==> src/rtl/demux1x2x32_buf_if.sv <==
// demux1x2x32_buf_if: input stream plus two output streams; DEMUX_CNT_EN adds counter signals
interface demux1x2x32_buf_if;
  logic [31:0] D;
  logic        S;
  logic        In_valid;
  logic        In_ready;
  logic [31:0] Y0;
  logic [31:0] Y1;
  logic        Y0_valid;
  logic        Y1_valid;
  logic        Y0_ready;
  logic        Y1_ready;
`ifdef DEMUX_CNT_EN
  logic        Cnt_clr;
  logic [15:0] Cnt0;
  logic [15:0] Cnt1;
  modport slave (input D, S, In_valid, Y0_ready, Y1_ready, Cnt_clr,
                 output In_ready, Y0, Y1, Y0_valid, Y1_valid, Cnt0, Cnt1);
  modport master (output D, S, In_valid, Y0_ready, Y1_ready, Cnt_clr,
                  input In_ready, Y0, Y1, Y0_valid, Y1_valid, Cnt0, Cnt1);
`else
  modport slave (input D, S, In_valid, Y0_ready, Y1_ready,
                 output In_ready, Y0, Y1, Y0_valid, Y1_valid);
  modport master (output D, S, In_valid, Y0_ready, Y1_ready,
                  input In_ready, Y0, Y1, Y0_valid, Y1_valid);
`endif
endinterface

==> src/rtl/demux1x2x32_buf.sv <==
// demux1x2x32_buf: 1-to-2 demux with one-entry skid-free buffer per channel; DEMUX_CNT_EN adds transfer counters
module demux1x2x32_buf (
  input logic Clk,
  input logic Clrn,
  demux1x2x32_buf_if.slave bus
);
  logic ld0, ld1, out0, out1;
  assign bus.In_ready = bus.S ? (!bus.Y1_valid || bus.Y1_ready) : (!bus.Y0_valid || bus.Y0_ready);
  assign ld0  = bus.In_valid && bus.In_ready && !bus.S;
  assign ld1  = bus.In_valid && bus.In_ready && bus.S;
  assign out0 = bus.Y0_valid && bus.Y0_ready;
  assign out1 = bus.Y1_valid && bus.Y1_ready;
  always_ff @(posedge Clk or negedge Clrn)
    if (!Clrn) begin
      bus.Y0       <= 32'h0;
      bus.Y1       <= 32'h0;
      bus.Y0_valid <= 1'b0;
      bus.Y1_valid <= 1'b0;
    end else begin
      if (ld0) bus.Y0 <= bus.D;
      if (ld1) bus.Y1 <= bus.D;
      bus.Y0_valid <= ld0 || (bus.Y0_valid && !out0);
      bus.Y1_valid <= ld1 || (bus.Y1_valid && !out1);
    end
`ifdef DEMUX_CNT_EN
  always_ff @(posedge Clk or negedge Clrn)
    if (!Clrn) begin
      bus.Cnt0 <= 16'h0;
      bus.Cnt1 <= 16'h0;
    end else if (bus.Cnt_clr) begin
      bus.Cnt0 <= 16'h0;
      bus.Cnt1 <= 16'h0;
    end else begin
      if (out0 && bus.Cnt0 != 16'hFFFF) bus.Cnt0 <= bus.Cnt0 + 16'd1;
      if (out1 && bus.Cnt1 != 16'hFFFF) bus.Cnt1 <= bus.Cnt1 + 16'd1;
    end
`endif
endmodule
==> src/flat_wrapper.sv <==
// flat-port wrapper written by rule: the top's interface ports become plain ports
module demux1x2x32_buf_flat 
  (Clk, Clrn, bus_D, bus_S, bus_In_valid, bus_Y0_ready, bus_Y1_ready, bus_In_ready, bus_Y0, bus_Y1, bus_Y0_valid, bus_Y1_valid);
  demux1x2x32_buf_if bus_i ();
  input logic Clk;
  input logic Clrn;
  input wire logic [$bits(bus_i.D)-1:0] bus_D;
  input wire logic [$bits(bus_i.S)-1:0] bus_S;
  input wire logic [$bits(bus_i.In_valid)-1:0] bus_In_valid;
  input wire logic [$bits(bus_i.Y0_ready)-1:0] bus_Y0_ready;
  input wire logic [$bits(bus_i.Y1_ready)-1:0] bus_Y1_ready;
  output wire logic [$bits(bus_i.In_ready)-1:0] bus_In_ready;
  output wire logic [$bits(bus_i.Y0)-1:0] bus_Y0;
  output wire logic [$bits(bus_i.Y1)-1:0] bus_Y1;
  output wire logic [$bits(bus_i.Y0_valid)-1:0] bus_Y0_valid;
  output wire logic [$bits(bus_i.Y1_valid)-1:0] bus_Y1_valid;
  assign bus_i.D = bus_D;
  assign bus_i.S = bus_S;
  assign bus_i.In_valid = bus_In_valid;
  assign bus_i.Y0_ready = bus_Y0_ready;
  assign bus_i.Y1_ready = bus_Y1_ready;
  assign bus_In_ready = bus_i.In_ready;
  assign bus_Y0 = bus_i.Y0;
  assign bus_Y1 = bus_i.Y1;
  assign bus_Y0_valid = bus_i.Y0_valid;
  assign bus_Y1_valid = bus_i.Y1_valid;
  demux1x2x32_buf u_core (.Clk(Clk), .Clrn(Clrn), .bus(bus_i));
endmodule
==> config.mk <==
export PLATFORM = sky130hd
export DESIGN_NAME = demux1x2x32_buf_flat
export DESIGN_NICKNAME = d
export VERILOG_FILES = /design/src/rtl/demux1x2x32_buf_if.sv /design/src/rtl/demux1x2x32_buf.sv /design/src/flat_wrapper.sv
export SDC_FILE = /design/constraint.sdc
export NUM_CORES = 1
export LEC_CHECK = 0
export CAP_MARGIN = 20
export CORE_ASPECT_RATIO = 1.4
export CORE_MARGIN = 5
export CORE_UTILIZATION = 43
export CTS_BUF_LIST = sky130_fd_sc_hd__clkbuf_16
export DETAILED_ROUTE_END_ITERATION = 7
export GPL_ROUTABILITY_DRIVEN = 0
export PLACE_DENSITY = 0.9
export SYNTH_ARGS = -nofsm -noshare
export SYNTH_HDL_FRONTEND = slang
export SYNTH_SLANG_ARGS = --single-unit
==> constraint.sdc <==
create_clock -name Clk -period 1.75 [get_ports Clk]
set_input_delay 0.2625 -clock Clk [delete_from_list [all_inputs] [get_ports Clk]]
set_output_delay 0.2625 -clock Clk [all_outputs]
set_load 0.1 [all_outputs]
==> impl_metrics.prom, run 1 <==
# TYPE chip_impl_metric gauge
chip_impl_info{name="run_status",value="completed"} 1
chip_impl_metric{name="r2r_cells",unit=""} 4
chip_impl_info{name="cts_root_buffer",value="clkbuf_16"} 1
chip_impl_metric{name="numCtsBuffers",unit=""} 9
chip_impl_metric{name="setup_violations",unit=""} 0
chip_impl_metric{name="clkLatencyLatePin",unit="ns"} 0.32
chip_impl_metric{name="layout.nets",unit=""} 302
chip_impl_metric{name="yosys.area.top_type_share",unit="%"} 61.8
chip_impl_metric{name="cts-root-to-sink-buffers",unit=""} 2
chip_impl_metric{name="cp_num_cells",unit=""} 4
chip_impl_info{name="rr_endpoint",value="u_core.bus.Y1[25]"} 1
chip_impl_metric{name="worst_ep_required_time",unit="ns"} 1.49
chip_impl_metric{name="floorplan.rows",unit=""} 34
chip_impl_info{name="synth_most_common_cell",value="dfrtp_1"} 1
chip_impl_metric{name="final_core_utilization",unit="%"} 77.6
chip_impl_metric{name="drc_errors",unit=""} 0
chip_impl_info{name="ys_top_cells_by_area",value="dfrtp_1 (62%), mux2_4 (17%), mux2_2 (13%)"} 1
chip_impl_info{name="criticalPathCategory",value="register to primary output"} 1
chip_impl_metric{name="synth_area",unit="mm^2"} 0.00267
chip_impl_metric{name="cts.sink_count",unit=""} 66
chip_impl_info{name="synth.largest_area_cell",value="dfrtp_1"} 1
chip_impl_metric{name="design.core.area",unit="mm^2"} 0.00613
chip_impl_metric{name="timing.clock.skew",unit="ns"} 0.00484
chip_impl_metric{name="timing.final.ws_setup",unit="ns"} 0.0622
chip_impl_metric{name="die-area",unit="mm^2"} 0.00791
chip_impl_metric{name="area_growth_syn_to_fin",unit="%"} 77.9
chip_impl_metric{name="ant_nets",unit=""} 0
chip_impl_metric{name="insertedDiodeCount",unit=""} 0
chip_impl_metric{name="pwr_density_cell",unit="mW/mm^2"} 1580
chip_impl_metric{name="ys_ff_latch",unit=""} 66
chip_impl_info{name="synth_top_flop_cell",value="dfrtp_1"} 1
chip_impl_metric{name="htree_num_levels",unit=""} 3
chip_impl_metric{name="firstDrtPassIters",unit=""} 4
chip_impl_metric{name="max-cap-violations",unit=""} 0
chip_impl_metric{name="post_synth.cell_area_avg",unit="um^2"} 18.2
chip_impl_metric{name="worst-r2r-setup-slack",unit="ns"} 0.27
chip_impl_metric{name="drt_iter0_drc",unit=""} 92
chip_impl_metric{name="grt_overflow",unit=""} 0
chip_impl_metric{name="ys_async_sr_fraction",unit="%"} 100
chip_impl_info{name="ys_top_cells_by_count",value="dfrtp_1 (66), mux2_2 (32), mux2_4 (30)"} 1
chip_impl_metric{name="starting_density_of_the_core",unit="%"} 43.6
chip_impl_metric{name="crit_path_max_fanout",unit=""} 2
chip_impl_metric{name="die_height",unit="um"} 103
chip_impl_metric{name="hold_vio_cnt_final",unit=""} 0
chip_impl_metric{name="post_route_cells_drive_above_1_share",unit="%"} 58.4
chip_impl_metric{name="grt_first_pass_wirelength",unit="mm"} 10.9
chip_impl_metric{name="dpl.hpwl",unit="mm"} 4.94
chip_impl_metric{name="floorplan.io_pins",unit=""} 105
chip_impl_metric{name="synth.yosys.seq_area_share",unit="%"} 61.8
chip_impl_info{name="cp_cell_sequence",value="and2b_1 > buf_4 > a21oi_4 > buf_12"} 1
chip_impl_metric{name="cp_data_arrival_time",unit="ns"} 1.43
chip_impl_metric{name="post_drt_via_cell_ratio",unit=""} 4.87
chip_impl_metric{name="clock.fmax",unit="GHz"} 0.592
chip_impl_metric{name="ys.warnings.count",unit=""} 0
chip_impl_info{name="critPathLaunchType",value="register"} 1
chip_impl_info{name="critical_path.top_delay_family",value="flip-flops"} 1
chip_impl_info{name="unrepaired_setup_endpoints_after_global_routing",value="false"} 1
chip_impl_metric{name="grt_pass1_vias",unit=""} 1936
chip_impl_metric{name="post_cts.resized_instances",unit=""} 0
chip_impl_metric{name="port_buffers",unit=""} 104
chip_impl_metric{name="cpPeakStageDelay",unit="ns"} 0.41
chip_impl_metric{name="place_worst_setup_slack",unit="ns"} -0.0840
chip_impl_metric{name="critical_path_buf_inv_count",unit=""} 2
chip_impl_info{name="endpoint",value="bus_In_ready"} 1
chip_impl_metric{name="tightestPinTransition",unit="ns"} 0.355
chip_impl_metric{name="synth_nets",unit=""} 185
chip_impl_info{name="critical_path.slowest_cell",value="dfrtp_2"} 1
chip_impl_metric{name="largest_net_degree_at_the_start_of_global_routing",unit=""} 67
chip_impl_metric{name="post_drt_wl_per_cell",unit="um"} 19.7
chip_impl_metric{name="relSlewSlack",unit="%"} 76.3
chip_impl_metric{name="via_count",unit=""} 1662
chip_impl_metric{name="die_w",unit="um"} 76.6
chip_impl_metric{name="clkTransAtPathRegs",unit="ns"} 0.05
chip_impl_metric{name="combined_global_route_utilization_of_all_metal_layers",unit="%"} 18.2
chip_impl_metric{name="antenna_violations_before_repair",unit=""} 0
chip_impl_metric{name="layout_min_cycle_time",unit="ns"} 1.69
chip_impl_info{name="critical_path.startpoint",value="u_core.bus.Y1_valid"} 1
chip_impl_metric{name="syn_inst",unit=""} 147
chip_impl_info{name="clock_tree_from_tritoncts",value="done"} 1
chip_impl_metric{name="wl",unit="mm"} 6.71
chip_impl_metric{name="synth_edf_count",unit=""} 0
chip_impl_metric{name="timing_max_transition_violations_final",unit=""} 0
chip_impl_metric{name="synth.lib_cells_used.distinct",unit=""} 14
chip_impl_info{name="crit-reg2reg-launch",value="u_core.bus.Y1_valid"} 1
chip_impl_info{name="end_kind",value="primary output"} 1
chip_impl_info{name="hold_class",value="primary input to async pin"} 1
chip_impl_metric{name="max-vdd-ir-drop",unit="mV"} 0.925
chip_impl_metric{name="p_leak",unit="nW"} 2.15
chip_impl_metric{name="final.period_utilization",unit="%"} 96.4
[flip-flops by register name (all words and copies together) (netlist names)]
signal,cells
u_core.bus.Y0,32
u_core.bus.Y0_valid,1
u_core.bus.Y1,32
u_core.bus.Y1_valid,1
[worst reg2reg max path, delay by kind of cell, from the launching register on]
family                 cells  cell delay [ns]
buffers and inverters      1             0.23
DFF                        1             0.41
muxes                      1             0.36
and+or+nand+nor            2             0.35
[timing repair]
action	4_1_cts	5_1_grt
hold buffers	1	0
endpoints found under the hold margin	66	0
buffers inserted	0	0
[metrics by stage]
step           total power [mW]  instances  TNS, ns  cell area (um^2)  hold WS [ns]
2_1_floorplan              4.41        147        0              2690       -0.0331
3_3_place_gp               5.96        324  -0.0815              4490         0.303
3_5_place_dp               6.01        324    -1.40              4490         0.306
4_1_cts                    7.56        341        0              4750         0.534
5_1_grt                    7.73        341        0              4750         0.543
6_report                   7.49        341        0              4750         0.514
[per-layer routing]
layer  global-route usage, %  share of wire [%]
met1                    19.3                 34
met2                    32.9                 58
met3                    5.37                5.2
met4                    9.29                2.7
met5                       0                  0
[worst min-delay path by stage]
stage                     start               end  slack, ns  cells past startpoint
after floorplan            Clrn  u_core.bus.Y0[0]      -0.03                      0
after global placement     Clrn  u_core.bus.Y0[9]       0.30                      2
after detailed placement   Clrn  u_core.bus.Y0[9]       0.31                      2
after CTS                  Clrn  u_core.bus.Y0[9]       0.53                      3
after global routing       Clrn  u_core.bus.Y1[9]       0.54                      3
final                      Clrn  u_core.bus.Y1[9]       0.51                      3
[power by group]
part	leakage [nW]	total [mW]	switching [mW]	internal, mW
Sequential	0.774	2.12	0.314	1.81
Combinational	1.23	3.85	2.40	1.45
Clock	0.140	1.52	0.588	0.927
[cells by family after synthesis]
| logic type | synth area share [%] |
|---|---|
| simple gates | 2.90 |
| flops | 61.8 |
| mux | 31.2 |
| buf+inv | 3.93 |
| compound gates | 0.187 |
[cell type report]
| cell class | instances | area [um^2] |
|---|---|---|
| Tap cell | 72 | 90.1 |
| Timing Repair Buffer | 113 | 1830 |
| Sequential cell | 66 | 1650 |
| Fill cell | 347 | 1370 |
| Clock buffer | 9 | 225 |
| Clock inverter | 7 | 30.0 |
| Multi-Input combinational cell | 74 | 927 |
[layout by cell type, fill, tap and decap left out, drive strengths merged]
cell type / synthesis / final
a21oi: 1 / 1
mux2: 64 / 64
dfrtp: 66 / 66
nand2b: 3 / 3
and2b: 1 / 1
clkbuf: 0 / 9
clkinv: 0 / 4
dlygate4sd3: 0 / 1
nor2b: 1 / 1
clkdlybuf4s50: 0 / 36
buf: 7 / 76
inv: 0 / 3
nor2: 2 / 2
nand2: 2 / 2
(Power assumes the default switching activity.)
==> run 2, diff against run 1 <==
GPL_TIMING_DRIVEN = 0   (was unset)
==> impl_metrics.prom, run 2 (synthesis results as in run 1) <==
# TYPE chip_impl_metric gauge
chip_impl_metric{name="swShare",unit="%"} 45.4
chip_impl_metric{name="gr-usage-met2",unit="%"} 28.2
chip_impl_metric{name="pwr_density_cell",unit="mW/mm^2"} 1650
chip_impl_metric{name="insertedDiodeCount",unit=""} 0
chip_impl_metric{name="drc_errors",unit=""} 0
chip_impl_metric{name="cts_hold_buf",unit=""} 0
chip_impl_metric{name="via_count",unit=""} 1650
chip_impl_metric{name="clkLatencyLatePin",unit="ns"} 0.32
chip_impl_info{name="most-common-layout-cells",value="clkdlybuf4s15_2 (66), dfrtp_1 (64), clkdlybuf4s50_1 (36)"} 1
chip_impl_metric{name="port_buffers",unit=""} 104
chip_impl_metric{name="design.core.area",unit="mm^2"} 0.00613
chip_impl_info{name="layout_top_registers",value="u_core.bus.Y0 x32, u_core.bus.Y1 x32"} 1
chip_impl_metric{name="grt_overflow",unit=""} 0
chip_impl_metric{name="antenna_violations_before_repair",unit=""} 0
chip_impl_metric{name="fin_area",unit="mm^2"} 0.00420
chip_impl_metric{name="ant_nets",unit=""} 0
chip_impl_metric{name="worst_ep_required_time",unit="ns"} 1.49
chip_impl_metric{name="combined_global_route_utilization_of_all_metal_layers",unit="%"} 16.1
chip_impl_metric{name="power.share.combinational",unit="%"} 45.3
chip_impl_metric{name="htree_num_levels",unit=""} 3
chip_impl_metric{name="postPlaceCellArea",unit="mm^2"} 0.00381
chip_impl_metric{name="global_route.usage.met3",unit="%"} 4.16
chip_impl_metric{name="numCtsBuffers",unit=""} 9
chip_impl_info{name="end_kind",value="primary output"} 1
chip_impl_metric{name="grt_pass1_vias",unit=""} 1871
chip_impl_metric{name="dpl.hpwl",unit="mm"} 4.44
chip_impl_metric{name="area_growth_syn_to_fin",unit="%"} 57.3
chip_impl_metric{name="setup_violations",unit=""} 0
chip_impl_metric{name="largest_net_degree_at_the_start_of_global_routing",unit=""} 67
chip_impl_metric{name="cp_data_arrival_time",unit="ns"} 1.39
chip_impl_metric{name="tightestPinTransition",unit="ns"} 0.825
chip_impl_metric{name="timing.final.ws_setup",unit="ns"} 0.0983
chip_impl_metric{name="post_drt_via_cell_ratio",unit=""} 4.88
chip_impl_info{name="run_status",value="completed"} 1
chip_impl_metric{name="layout.nets",unit=""} 300
chip_impl_metric{name="timing.clock.skew",unit="ns"} 0.00666
chip_impl_metric{name="drt_iter0_drc",unit=""} 46
chip_impl_metric{name="max-cap-violations",unit=""} 0
chip_impl_metric{name="relSlewSlack",unit="%"} 45.0
chip_impl_metric{name="timing_max_transition_violations_final",unit=""} 0
chip_impl_metric{name="post_drt_wl_per_cell",unit="um"} 18.3
chip_impl_metric{name="die_w",unit="um"} 76.6
chip_impl_metric{name="place_worst_setup_slack",unit="ns"} -0.744
chip_impl_metric{name="cpPeakStageDelay",unit="ns"} 0.45
chip_impl_info{name="gr-max-usage-layer",value="met2"} 1
chip_impl_metric{name="p_int",unit="mW"} 3.79
chip_impl_metric{name="crit_path_max_fanout",unit=""} 3
chip_impl_metric{name="fin_setup_tns",unit="ns"} 0
chip_impl_info{name="cts_root_buffer",value="clkbuf_16"} 1
chip_impl_metric{name="grt_first_pass_wirelength",unit="mm"} 9.88
chip_impl_metric{name="totalPowerFinal",unit="mW"} 6.95
chip_impl_metric{name="groute.layer.met1.usage",unit="%"} 18.5
chip_impl_metric{name="starting_density_of_the_core",unit="%"} 43.6
chip_impl_metric{name="cts-root-to-sink-buffers",unit=""} 2
chip_impl_metric{name="final_core_utilization",unit="%"} 68.6
chip_impl_metric{name="cts.sink_count",unit=""} 66
chip_impl_info{name="critPathLaunchType",value="primary input"} 1
chip_impl_metric{name="layout_min_cycle_time",unit="ns"} 1.65
chip_impl_info{name="criticalPathCategory",value="primary input to primary output"} 1
chip_impl_info{name="cp_cell_sequence",value="clkdlybuf4s50_1 > and2b_1 > a21oi_4 > buf_4"} 1
chip_impl_info{name="unrepaired_setup_endpoints_after_global_routing",value="false"} 1
chip_impl_info{name="hold_class",value="primary input to async pin"} 1
chip_impl_metric{name="die_height",unit="um"} 103
chip_impl_metric{name="seqPwrFrac",unit="%"} 28.1
chip_impl_metric{name="die-area",unit="mm^2"} 0.00791
chip_impl_metric{name="layout.filler_cells",unit=""} 429
chip_impl_metric{name="hold_vio_cnt_final",unit=""} 0
chip_impl_info{name="critical_path.slowest_cell",value="clkdlybuf4s50_1"} 1
chip_impl_metric{name="final_cell_count_no_fill",unit=""} 338
chip_impl_metric{name="p_leak",unit="nW"} 1.84
chip_impl_metric{name="post_route_cells_drive_above_1_share",unit="%"} 59.8
chip_impl_info{name="clock_tree_from_tritoncts",value="done"} 1
chip_impl_metric{name="floorplan.io_pins",unit=""} 105
chip_impl_metric{name="whs",unit="ns"} 0.0240
chip_impl_metric{name="clock.fmax",unit="GHz"} 0.605
chip_impl_metric{name="final.period_utilization",unit="%"} 94.4
chip_impl_metric{name="instance_count_after_placement_with_tap_cells_included",unit=""} 323
chip_impl_metric{name="floorplan.rows",unit=""} 34
chip_impl_metric{name="p_switching",unit="mW"} 3.16
chip_impl_metric{name="clkTransAtPathRegs",unit="ns"} 0.05
chip_impl_metric{name="firstDrtPassIters",unit=""} 3
chip_impl_metric{name="wl",unit="mm"} 6.19
chip_impl_metric{name="clockPowerShare",unit="%"} 26.5
chip_impl_metric{name="max-vdd-ir-drop",unit="mV"} 0.926
chip_impl_info{name="final_common_cell",value="clkdlybuf4s15_2"} 1
run 2: cell count changes in the layout (fill, tap and decap cells not counted):
cell | before | now
buf_12 | 71 | 3
clkdlybuf4s15_2 | 0 | 66
buf_6 | 0 | 4
inv_1 | 3 | 0
buf_4 | 4 | 2
bufinv_16 | 0 | 2
buf_2 | 1 | 0
clkinv_1 | 1 | 0
clkinvlp_4 | 0 | 1
dlygate4sd3_1 | 1 | 0
run 2: worst paths after layout:
path	slack (ns)	cells past startpoint	to	from
worst max-delay path	0.1	4	bus_In_ready	bus_Y1_ready
worst min-delay path	0.02	1	u_core.bus.Y0[10]	Clrn
worst max register to register	0.25	4	u_core.bus.Y1[2]	u_core.bus.Y1_valid
worst min register to register	0.49	1	u_core.bus.Y1[20]	u_core.bus.Y1[20]
max in group asynchronous	1.13	1	u_core.bus.Y1_valid	Clrn
min in group Clk	0.49	1	u_core.bus.Y1[20]	u_core.bus.Y1[20]
run 2: repair_timing:
action	4_1_cts	5_1_grt
setup endpoints to repair	67	0
buffers inserted	0	0
gates resized for setup	204	0
run 2: power by group through the flow:
stage | Combinational (mW) | Sequential, mW | Clock, mW
floorplan | 0.428 | 3.99 | 0
global placement | 3.22 | 1.96 | 0
detailed placement | 3.25 | 1.98 | 0
CTS | 3.17 | 1.96 | 1.88
global route | 3.22 | 2.00 | 1.95
finish | 3.15 | 1.96 | 1.84
run 2: per-layer routing:
layer / share of wire (%) / up-vias
met5: 0 / -
met4: 2.5 / 0
met3: 4.5 / 11
met2: 54 / 55
met1: 39 / 839
li1: - / 745
run 2: final cells by class:
class | instances | area [um^2] | share of cell area (%)
Tap cell | 72 | 90.1 | 2.14
Clock buffer | 9 | 225 | 5.36
Timing Repair Buffer | 104 | 1120 | 26.6
Multi-Input combinational cell | 74 | 927 | 22.1
Clock inverter | 6 | 82.6 | 1.96
Sequential cell | 66 | 1650 | 39.4
Buffer | 7 | 105 | 2.50
run 2: critical path, delay by kind of cell:
| kind | cells | cell delay, ns |
|---|---|---|
| AO/OA/AOI/OAI | 1 | 0.13 |
| buffers and inverters | 2 | 0.75 |
| AND/OR/NAND/NOR | 1 | 0.24 |
==> run 3, diff against run 2 <==
SKIP_LAST_GASP = 1   (was unset)
==> impl_metrics.prom, run 3 (synthesis results as in run 1) <==
# TYPE chip_impl_metric gauge
chip_impl_metric{name="hold_vio_cnt_final",unit=""} 0
chip_impl_metric{name="grt_overflow",unit=""} 0
chip_impl_metric{name="final.period_utilization",unit="%"} 96.9
chip_impl_metric{name="worst-r2r-setup-slack",unit="ns"} 0.25
chip_impl_metric{name="relSlewSlack",unit="%"} 45.0
chip_impl_info{name="end_kind",value="primary output"} 1
chip_impl_metric{name="grt_first_pass_wirelength",unit="mm"} 9.88
chip_impl_metric{name="floorplan.io_pins",unit=""} 105
chip_impl_metric{name="die_height",unit="um"} 103
chip_impl_metric{name="instance_count_after_placement_with_tap_cells_included",unit=""} 323
chip_impl_metric{name="cts_hold_buf",unit=""} 0
chip_impl_metric{name="fin_area",unit="mm^2"} 0.00420
chip_impl_metric{name="multi_input_area",unit="um^2"} 927
chip_impl_metric{name="clockPowerShare",unit="%"} 26.5
chip_impl_metric{name="post_drt_wl_per_cell",unit="um"} 18.3
chip_impl_metric{name="antenna_violations_before_repair",unit=""} 0
chip_impl_metric{name="cts.sink_count",unit=""} 66
chip_impl_metric{name="p_int",unit="mW"} 3.79
chip_impl_info{name="hold_class",value="primary input to async pin"} 1
chip_impl_metric{name="register_area",unit="mm^2"} 0.00165
chip_impl_metric{name="drt_iter0_drc",unit=""} 46
chip_impl_metric{name="layout.nets",unit=""} 300
chip_impl_metric{name="seqPwrFrac",unit="%"} 28.2
chip_impl_metric{name="p_switching",unit="mW"} 3.16
chip_impl_metric{name="wl",unit="mm"} 6.19
chip_impl_info{name="most-common-layout-cells",value="clkdlybuf4s15_2 (65), dfrtp_1 (64), clkdlybuf4s50_1 (36)"} 1
chip_impl_metric{name="power.share.combinational",unit="%"} 45.3
chip_impl_metric{name="post_route_cells_drive_above_1_share",unit="%"} 59.8
chip_impl_metric{name="max-cap-violations",unit=""} 0
chip_impl_metric{name="swShare",unit="%"} 45.4
chip_impl_info{name="rr_endpoint",value="u_core.bus.Y1[2]"} 1
chip_impl_metric{name="setup_violations",unit=""} 0
chip_impl_metric{name="timing_max_transition_violations_final",unit=""} 0
chip_impl_info{name="unrepaired_setup_endpoints_after_global_routing",value="true"} 1
chip_impl_metric{name="r2r_cells",unit=""} 4
chip_impl_metric{name="clock.fmax",unit="GHz"} 0.590
chip_impl_metric{name="max-vdd-ir-drop",unit="mV"} 0.926
chip_impl_metric{name="layout.filler_cells",unit=""} 431
chip_impl_metric{name="final_cell_count_no_fill",unit=""} 338
chip_impl_metric{name="insertedDiodeCount",unit=""} 0
chip_impl_metric{name="clkTransAtPathRegs",unit="ns"} 0.05
chip_impl_metric{name="via_count",unit=""} 1650
chip_impl_metric{name="dpl.hpwl",unit="mm"} 4.44
chip_impl_metric{name="post_drt_via_cell_ratio",unit=""} 4.88
chip_impl_info{name="layout_top_registers",value="u_core.bus.Y0 x32, u_core.bus.Y1 x32"} 1
chip_impl_metric{name="die_w",unit="um"} 76.6
chip_impl_metric{name="p_leak",unit="nW"} 1.84
chip_impl_info{name="final_common_cell",value="clkdlybuf4s15_2"} 1
chip_impl_info{name="crit-reg2reg-launch",value="u_core.bus.Y1_valid"} 1
chip_impl_metric{name="grt_pass1_vias",unit=""} 1871
chip_impl_metric{name="numCtsBuffers",unit=""} 9
chip_impl_metric{name="pwr_density_cell",unit="mW/mm^2"} 1660
chip_impl_metric{name="die-area",unit="mm^2"} 0.00791
chip_impl_info{name="clock_tree_from_tritoncts",value="done"} 1
chip_impl_metric{name="layout_min_cycle_time",unit="ns"} 1.70
chip_impl_info{name="criticalPathCategory",value="primary input to primary output"} 1
chip_impl_metric{name="design.core.area",unit="mm^2"} 0.00613
chip_impl_metric{name="area_growth_syn_to_fin",unit="%"} 57.0
chip_impl_info{name="critPathLaunchType",value="primary input"} 1
chip_impl_metric{name="totalPowerFinal",unit="mW"} 6.95
chip_impl_metric{name="clkLatencyLatePin",unit="ns"} 0.32
chip_impl_metric{name="htree_num_levels",unit=""} 3
chip_impl_metric{name="place_worst_setup_slack",unit="ns"} -0.744
chip_impl_metric{name="drc_errors",unit=""} 0
chip_impl_metric{name="starting_density_of_the_core",unit="%"} 43.6
chip_impl_metric{name="cts-root-to-sink-buffers",unit=""} 2
chip_impl_metric{name="firstDrtPassIters",unit=""} 3
chip_impl_metric{name="combined_global_route_utilization_of_all_metal_layers",unit="%"} 16.1
chip_impl_metric{name="timing.final.ws_setup",unit="ns"} 0.0540
chip_impl_metric{name="floorplan.rows",unit=""} 34
chip_impl_metric{name="ant_nets",unit=""} 0
chip_impl_info{name="run_status",value="completed"} 1
chip_impl_info{name="cts_root_buffer",value="clkbuf_16"} 1
chip_impl_metric{name="crit_path_max_fanout",unit=""} 3
chip_impl_metric{name="timing.clock.skew",unit="ns"} 0.00666
chip_impl_metric{name="worst_ep_required_time",unit="ns"} 1.49
chip_impl_metric{name="postPlaceCellArea",unit="mm^2"} 0.00381
chip_impl_metric{name="largest_net_degree_at_the_start_of_global_routing",unit=""} 67
chip_impl_metric{name="cp_data_arrival_time",unit="ns"} 1.43
chip_impl_metric{name="tightestPinTransition",unit="ns"} 0.825
chip_impl_metric{name="port_buffers",unit=""} 104
[run 3: worst max path at each step]
stage | depth (start not counted) | to | startpoint | slack (ns)
floorplan | 2 | bus_In_ready | u_core.bus.Y1_valid | 0.01
global placement | 1 | u_core.bus.Y1_valid | Clrn | -1.87
detailed placement | 4 | bus_In_ready | bus_Y1_ready | -0.74
CTS | 4 | bus_In_ready | bus_Y1_ready | -0.04
global route | 4 | bus_In_ready | bus_Y1_ready | -0.0003
finish | 4 | bus_In_ready | bus_Y1_ready | 0.05
[run 3: worst max-delay path, stage by stage]
cell             delay [ns]
clkdlybuf4s50_1        0.45
and2b_1                0.24
a21oi_4                0.14
clkbuf_4               0.34
[run 3: final cells by class]
class,instances,area share (%)
tap,72,2.15
buffer,7,2.50
timing repair buffer,104,26.5
clock inverter,6,1.97
multi-input combinational,74,22.1
sequential,66,39.4
clock buffer,9,5.37
[run 3: per-layer routing]
layer | track usage (%) | vias up | share of wire, %
met5 | 0 | - | 0
met4 | 7.81 | 0 | 2.5
met3 | 4.16 | 11 | 4.4
met2 | 28.2 | 55 | 54
met1 | 18.5 | 839 | 39
li1 | - | 745 | -
[run 3: repair_timing]
item / in CTS / in global routing
buffers inserted: 0 / 0
setup endpoints to repair: 67 / 2
gates resized for setup: 202 / 2
hold endpoints to repair: 0 / 0
[run 3: power groups by stage]
stage | clock (mW) | sequential (mW) | combinational [mW]
global route | 1.95 | 2.00 | 3.22
global placement | 0 | 1.96 | 3.22
detailed placement | 0 | 1.98 | 3.25
floorplan | 0 | 3.99 | 0.428
finish | 1.84 | 1.96 | 3.15
CTS | 1.88 | 1.96 | 3.17
[run 3: per-stage QoR]
stage / util [%] / TNS, ns / hold WS [ns]
2_1_floorplan: - / 0 / -0.0331
3_3_place_gp: 62.3 / -112.50 / 0.471
3_5_place_dp: 62.3 / -4.97 / 0.416
4_1_cts: 68.5 / -0.0461 / 0.0726
5_1_grt: 68.5 / -0.000277 / 0.120
6_report: 68.5 / 0 / 0.0241
